$ cat src/rtl/k_syncfifo_param.sv
// Single-clock parametrised FIFO with first-word fall-through read, occupancy count and status flags; 1-cycle write-to-read and status latency.
// Backpressure: wrdy=0 when full, rrdy=0 when empty; refused accesses only set the sticky ovf/udf flags.
module k_syncfifo_param #(
    parameter int DATA_W   = 8,
    parameter int DEPTH    = 16,
    parameter int AF_LEVEL = DEPTH - 2,
    parameter int AE_LEVEL = 1
) (
    input  logic                     clk,
    input  logic                     rst,
    input  logic [DATA_W-1:0]        wdata,
    input  logic                     wput,
    output logic                     wrdy,
    output logic [DATA_W-1:0]        rdata,
    input  logic                     rget,
    output logic                     rrdy,
    input  logic                     flush,
    output logic [$clog2(DEPTH):0]   count,
    output logic                     afull,
    output logic                     aempty,
    output logic                     ovf,
    output logic                     udf
);
    localparam int AW = $clog2(DEPTH);
    localparam int PW = AW + 1;

    generate
        if (DEPTH < 2 || (DEPTH & (DEPTH - 1)) != 0) begin : g_bad_depth
            $error("k_syncfifo_param: DEPTH must be a power of two and at least 2");
        end
        if (AF_LEVEL < 1 || AF_LEVEL > DEPTH) begin : g_bad_af
            $error("k_syncfifo_param: AF_LEVEL must lie in 1..DEPTH");
        end
        if (AE_LEVEL < 0 || AE_LEVEL > DEPTH - 1) begin : g_bad_ae
            $error("k_syncfifo_param: AE_LEVEL must lie in 0..DEPTH-1");
        end
    endgenerate

    logic [DATA_W-1:0] r_mem [DEPTH];
    logic [PW-1:0]     r_wptr;
    logic [PW-1:0]     r_rptr;
    logic [PW-1:0]     r_count;
    logic              r_ovf;
    logic              r_udf;

    logic              w_full;
    logic              w_empty;
    logic              w_wacc;
    logic              w_racc;

    // Status is decoded from the count register only, so no input reaches a status output combinationally.
    assign w_full  = (r_count == PW'(DEPTH));
    assign w_empty = (r_count == '0);
    assign w_wacc  = wput & ~w_full  & ~flush;
    assign w_racc  = rget & ~w_empty & ~flush;

    assign wrdy   = ~w_full;
    assign rrdy   = ~w_empty;
    assign count  = r_count;
    assign afull  = (r_count >= PW'(AF_LEVEL));
    assign aempty = (r_count <= PW'(AE_LEVEL));
    assign ovf    = r_ovf;
    assign udf    = r_udf;
    assign rdata  = r_mem[r_rptr[AW-1:0]];

    always_ff @(posedge clk) begin
        if (w_wacc) begin
            r_mem[r_wptr[AW-1:0]] <= wdata;
        end
    end

    always_ff @(posedge clk or posedge rst) begin
        if (rst) begin
            r_wptr  <= '0;
            r_rptr  <= '0;
            r_count <= '0;
            r_ovf   <= 1'b0;
            r_udf   <= 1'b0;
        end else if (flush) begin
            r_wptr  <= '0;
            r_rptr  <= '0;
            r_count <= '0;
            r_ovf   <= 1'b0;
            r_udf   <= 1'b0;
        end else begin
            if (w_wacc) begin
                r_wptr <= r_wptr + PW'(1);
            end
            if (w_racc) begin
                r_rptr <= r_rptr + PW'(1);
            end
            if (wput & w_full) begin
                r_ovf <= 1'b1;
            end
            if (rget & w_empty) begin
                r_udf <= 1'b1;
            end
            if (w_wacc & ~w_racc) begin
                r_count <= r_count + PW'(1);
            end else if (w_racc & ~w_wacc) begin
                r_count <= r_count - PW'(1);
            end
        end
    end

endmodule

$ cat config.mk
export PLATFORM = sky130hd
export DESIGN_NAME = k_syncfifo_param
export DESIGN_NICKNAME = d
export VERILOG_FILES = /design/src/rtl/k_syncfifo_param.sv
export SDC_FILE = /design/constraint.sdc
export NUM_CORES = 1
export LEC_CHECK = 0
export BUFFER_PORTS_ARGS = -buffer_cell sky130_fd_sc_hd__clkbuf_2
export CAP_MARGIN = 20
export CORE_MARGIN = 3
export CORE_UTILIZATION = 25
export DETAILED_ROUTE_END_ITERATION = 6
export GPL_TIMING_DRIVEN = 0
export SLEW_MARGIN = 25
export SYNTH_ARGS = -nofsm -noshare
export SYNTH_HDL_FRONTEND = slang
export SYNTH_SLANG_ARGS = --single-unit
$ cat constraint.sdc
create_clock -name clk -period 4.2 [get_ports clk]
set_input_delay 0 -clock clk [delete_from_list [all_inputs] [get_ports clk]]
set_output_delay 0 -clock clk [all_outputs]
set_load 0.1 [all_outputs]
==> flow_metrics.env <==
export IMPL_total_power_w=0.004842
export IMPL_cts_sinks=143
export IMPL_grt_pass1_vias=3299
export IMPL_drtPass1Iterations=4
export IMPL_max_cap_viol_count=0
export IMPL_grt_max_degree=17
export IMPL_synth_top_area_frac=0.6469
export IMPL_initial_core_util=0.2585
export IMPL_p_clk_frac=0.330
export IMPL_overflow=0
export IMPL_synth_edf_count=128
export IMPL_worst_pin_slew_ns=0.8079
export IMPL_area_growth_pct=20.36
export IMPL_holdCritPathClass="in2reg"
export IMPL_p_switching_w=0.001764
export IMPL_status="finished, final reports clean"
export IMPL_relSlewSlack=0.4594
export IMPL_synth_area_per_cell_sq_um=17.48
export IMPL_die_area_sq_um=25650
export IMPL_clock_latency_ns=0.42
export IMPL_irDropWorstVdd_v=0.0007133
export IMPL_cts_inserted_buffers=17
export IMPL_slew_violations=0
export IMPL_ys_flop_type="edfxtp_1"
export IMPL_cp_arrival_ns=2.90
export IMPL_die_w_um=160.2
export IMPL_seqPwrFrac=0.342
export IMPL_syn_nets=363
export IMPL_combPwrFrac=0.328
export IMPL_antenna_found_initial=1
export IMPL_chipHeight_um=160.2
export IMPL_clockBufferDepth=2
export IMPL_dpl_worst_slack_ns=1.473
export IMPL_rows=55
export IMPL_drive_above_1_share=0.2685
export IMPL_critPathMaxFanout=10
export IMPL_io_pins=32
export IMPL_intPower_w=0.003077
export IMPL_via_count=3164
export IMPL_fillers=2274
export IMPL_wl_per_cell_um=17.20
export IMPL_grt_pass1_wl_um=19380
export IMPL_io_buffers=31
export IMPL_ys_ff_latch=143
export IMPL_synth_area_leaders="edfxtp_1 65%, mux4_2 12%, dfrtp_1 6.3%, nor2_1 2.3%, ha_1 2.1%"
export IMPL_cts_setup_buffers=0
export IMPL_drtIter0Drc=205
export IMPL_netlist_top_cell_by_area="edfxtp_1"
export IMPL_num_antenna_cells=0
export IMPL_cts_tree="done"
export IMPL_yosys_warnings=0
export IMPL_period_minus_slack_ns=2.900
export IMPL_cts_max_level=4
export IMPL_min_period_over_period=0.6906
export IMPL_hold_buffers=3
export IMPL_grt_total_usage=0.1022
export IMPL_ant_nets=0
export IMPL_power_leakage_nw=2.400
export IMPL_yosysSeqAreaShare=0.7100
export IMPL_fin_tns_setup_ns=0
export IMPL_fin_nets=416
export IMPL_finalSetupViolCount=0
export IMPL_fin_area_sq_um=7152
export IMPL_critical_path_startpoint_type="flip-flop"
export IMPL_dpl_cell_area_sq_um=6489
export IMPL_cts_root_buf="clkbuf_16"
export IMPL_fmax_mhz=344.8
export IMPL_fin_worst_skew_ns=0.009260
export IMPL_drc_errors=0
export IMPL_hpwl_um=8206
export IMPL_hold_viol=0
export IMPL_cts_resized=0
export IMPL_syn_cell_area_sq_um=5942
export IMPL_viasPerCell=4.401
export IMPL_synth_cell_types=44
export IMPL_synth_cells=340
export IMPL_setup_ws_ns=1.300
export IMPL_final_util=0.3112
export IMPL_synth_most_common_cell="edfxtp_1"
export IMPL_required_ns=4.20
export IMPL_rsz0062_at_grt="no"
export IMPL_crit_path_end_kind="primary output"
export IMPL_routabilityCongestion=0.8309
export IMPL_synthTopCellsByCount="128 x edfxtp_1, 37 x nor2_1, 32 x mux4_2"
export IMPL_routed_wl_um=12370
export IMPL_powerDensity_nw_per_um2=677.0
export IMPL_critPathKind="reg2out"
export IMPL_core_area_sq_um=22980
export IMPL_synth_async_reset_ratio=0.1049
export IMPL_clk_pin_slew_worst_paths_ns=0.06
export IMPL_switching_share=0.3644
kinds of logic (layout without fill, tap and decap cells):
family,count (synthesis),in the layout,synth area share
AOI/OAI and AO/OA,34,34,0.04106
xor gates and xnor gates,7,7,0.01032
adders and majority gates,10,10,0.02106
buffers and inverters,26,92,0.01958
DFF,143,143,0.7100
muxes,36,36,0.1284
and+or+nand+nor,84,84,0.06949
sequential cells by signal, indices dropped and copies added, names as in the netlist:
name / flops
r_mem: 128
count: 5
r_rptr: 4
r_wptr: 4
ovf: 1
udf: 1
layer usage:
| layer | global-route usage | wire (um) | vias to the layer above |
|---|---|---|---|
| li1 | - | - | 1438 |
| met1 | 0.1406 | 5570 | 1617 |
| met2 | 0.1527 | 5792 | 98 |
| met3 | 0.03554 | 876 | 9 |
| met4 | 0.03077 | 120 | 2 |
| met5 | 0 | 8 | - |
cell usage in the layout, fill, tap and decap left out, types with 3 or more instances in the layout:
cell type and n:
mux4_2 32, inv_1 7, nor2_1 37, clkbuf_2 31, dlygate4sd3_1 3, ha_1 10, nand2_1 18, clkbuf_1 8
nor2b_1 3, edfxtp_1 128, clkbuf_16 17, dfrtp_1 15, bufinv_16 4, xor2_1 5, buf_2 7, a22oi_1 16
inv_6 4, o21ai_0 3, nand3b_1 3, a21oi_1 6, buf_1 3, nand3_1 7
cell type report:
cell class,count,area [sq um],share of cell area
flip-flops and latches,143,4219,0.5899
multi-input cells,171,1607,0.2246
clock buffers,18,429.2,0.06001
well taps,313,391.6,0.05476
clock inverters,14,203.9,0.02852
repair buffers,34,185.2,0.02589
plain buffers,18,83.83,0.01172
inverters,8,32.53,0.004549
stage by stage:
stage / instances / hold slack, ns
6_report: 719 / 0.01590
3_3_place_gp: 684 / 0.08143
3_5_place_dp: 684 / 0.09025
4_1_cts: 719 / 0.01407
5_1_grt: 719 / 0.03141
2_1_floorplan: 340 / -0.09852
worst paths after layout:
| check | startpoint | end | slack [ns] | depth (start not counted) |
|---|---|---|---|---|
| setup / recovery | r_rptr[1] | rdata[1] | 1.30 | 6 |
| hold / removal | wdata[3] | r_mem[11][3] | 0.02 | 1 |
| setup reg to reg | count[1] | r_mem[2][0] | 1.51 | 7 |
| hold reg to reg | udf | udf | 0.52 | 2 |
| max in group asynchronous | rst | r_wptr[3] | 3.64 | 3 |
| min in group asynchronous | rst | ovf | 0.17 | 3 |
worst max-delay path: stages, from the launching register on:
cell and delay [ns]:
dfrtp_1 0.34, clkbuf_1 0.29, clkbuf_1 0.66, mux4_2 0.45, a22oi_1 0.24, nand2_1 0.11, clkbuf_2 0.39
power by group through the flow:
stage	Combinational, W	Sequential [W]	Clock (W)
5_1_grt	0.00169	0.00166	0.00170
3_5_place_dp	0.00160	0.00168	0
6_report	0.00159	0.00165	0.00160
3_3_place_gp	0.00158	0.00168	0
2_1_floorplan	0.00114	0.00184	0
4_1_cts	0.00160	0.00165	0.00163
Power figures use the tool's default switching activity.
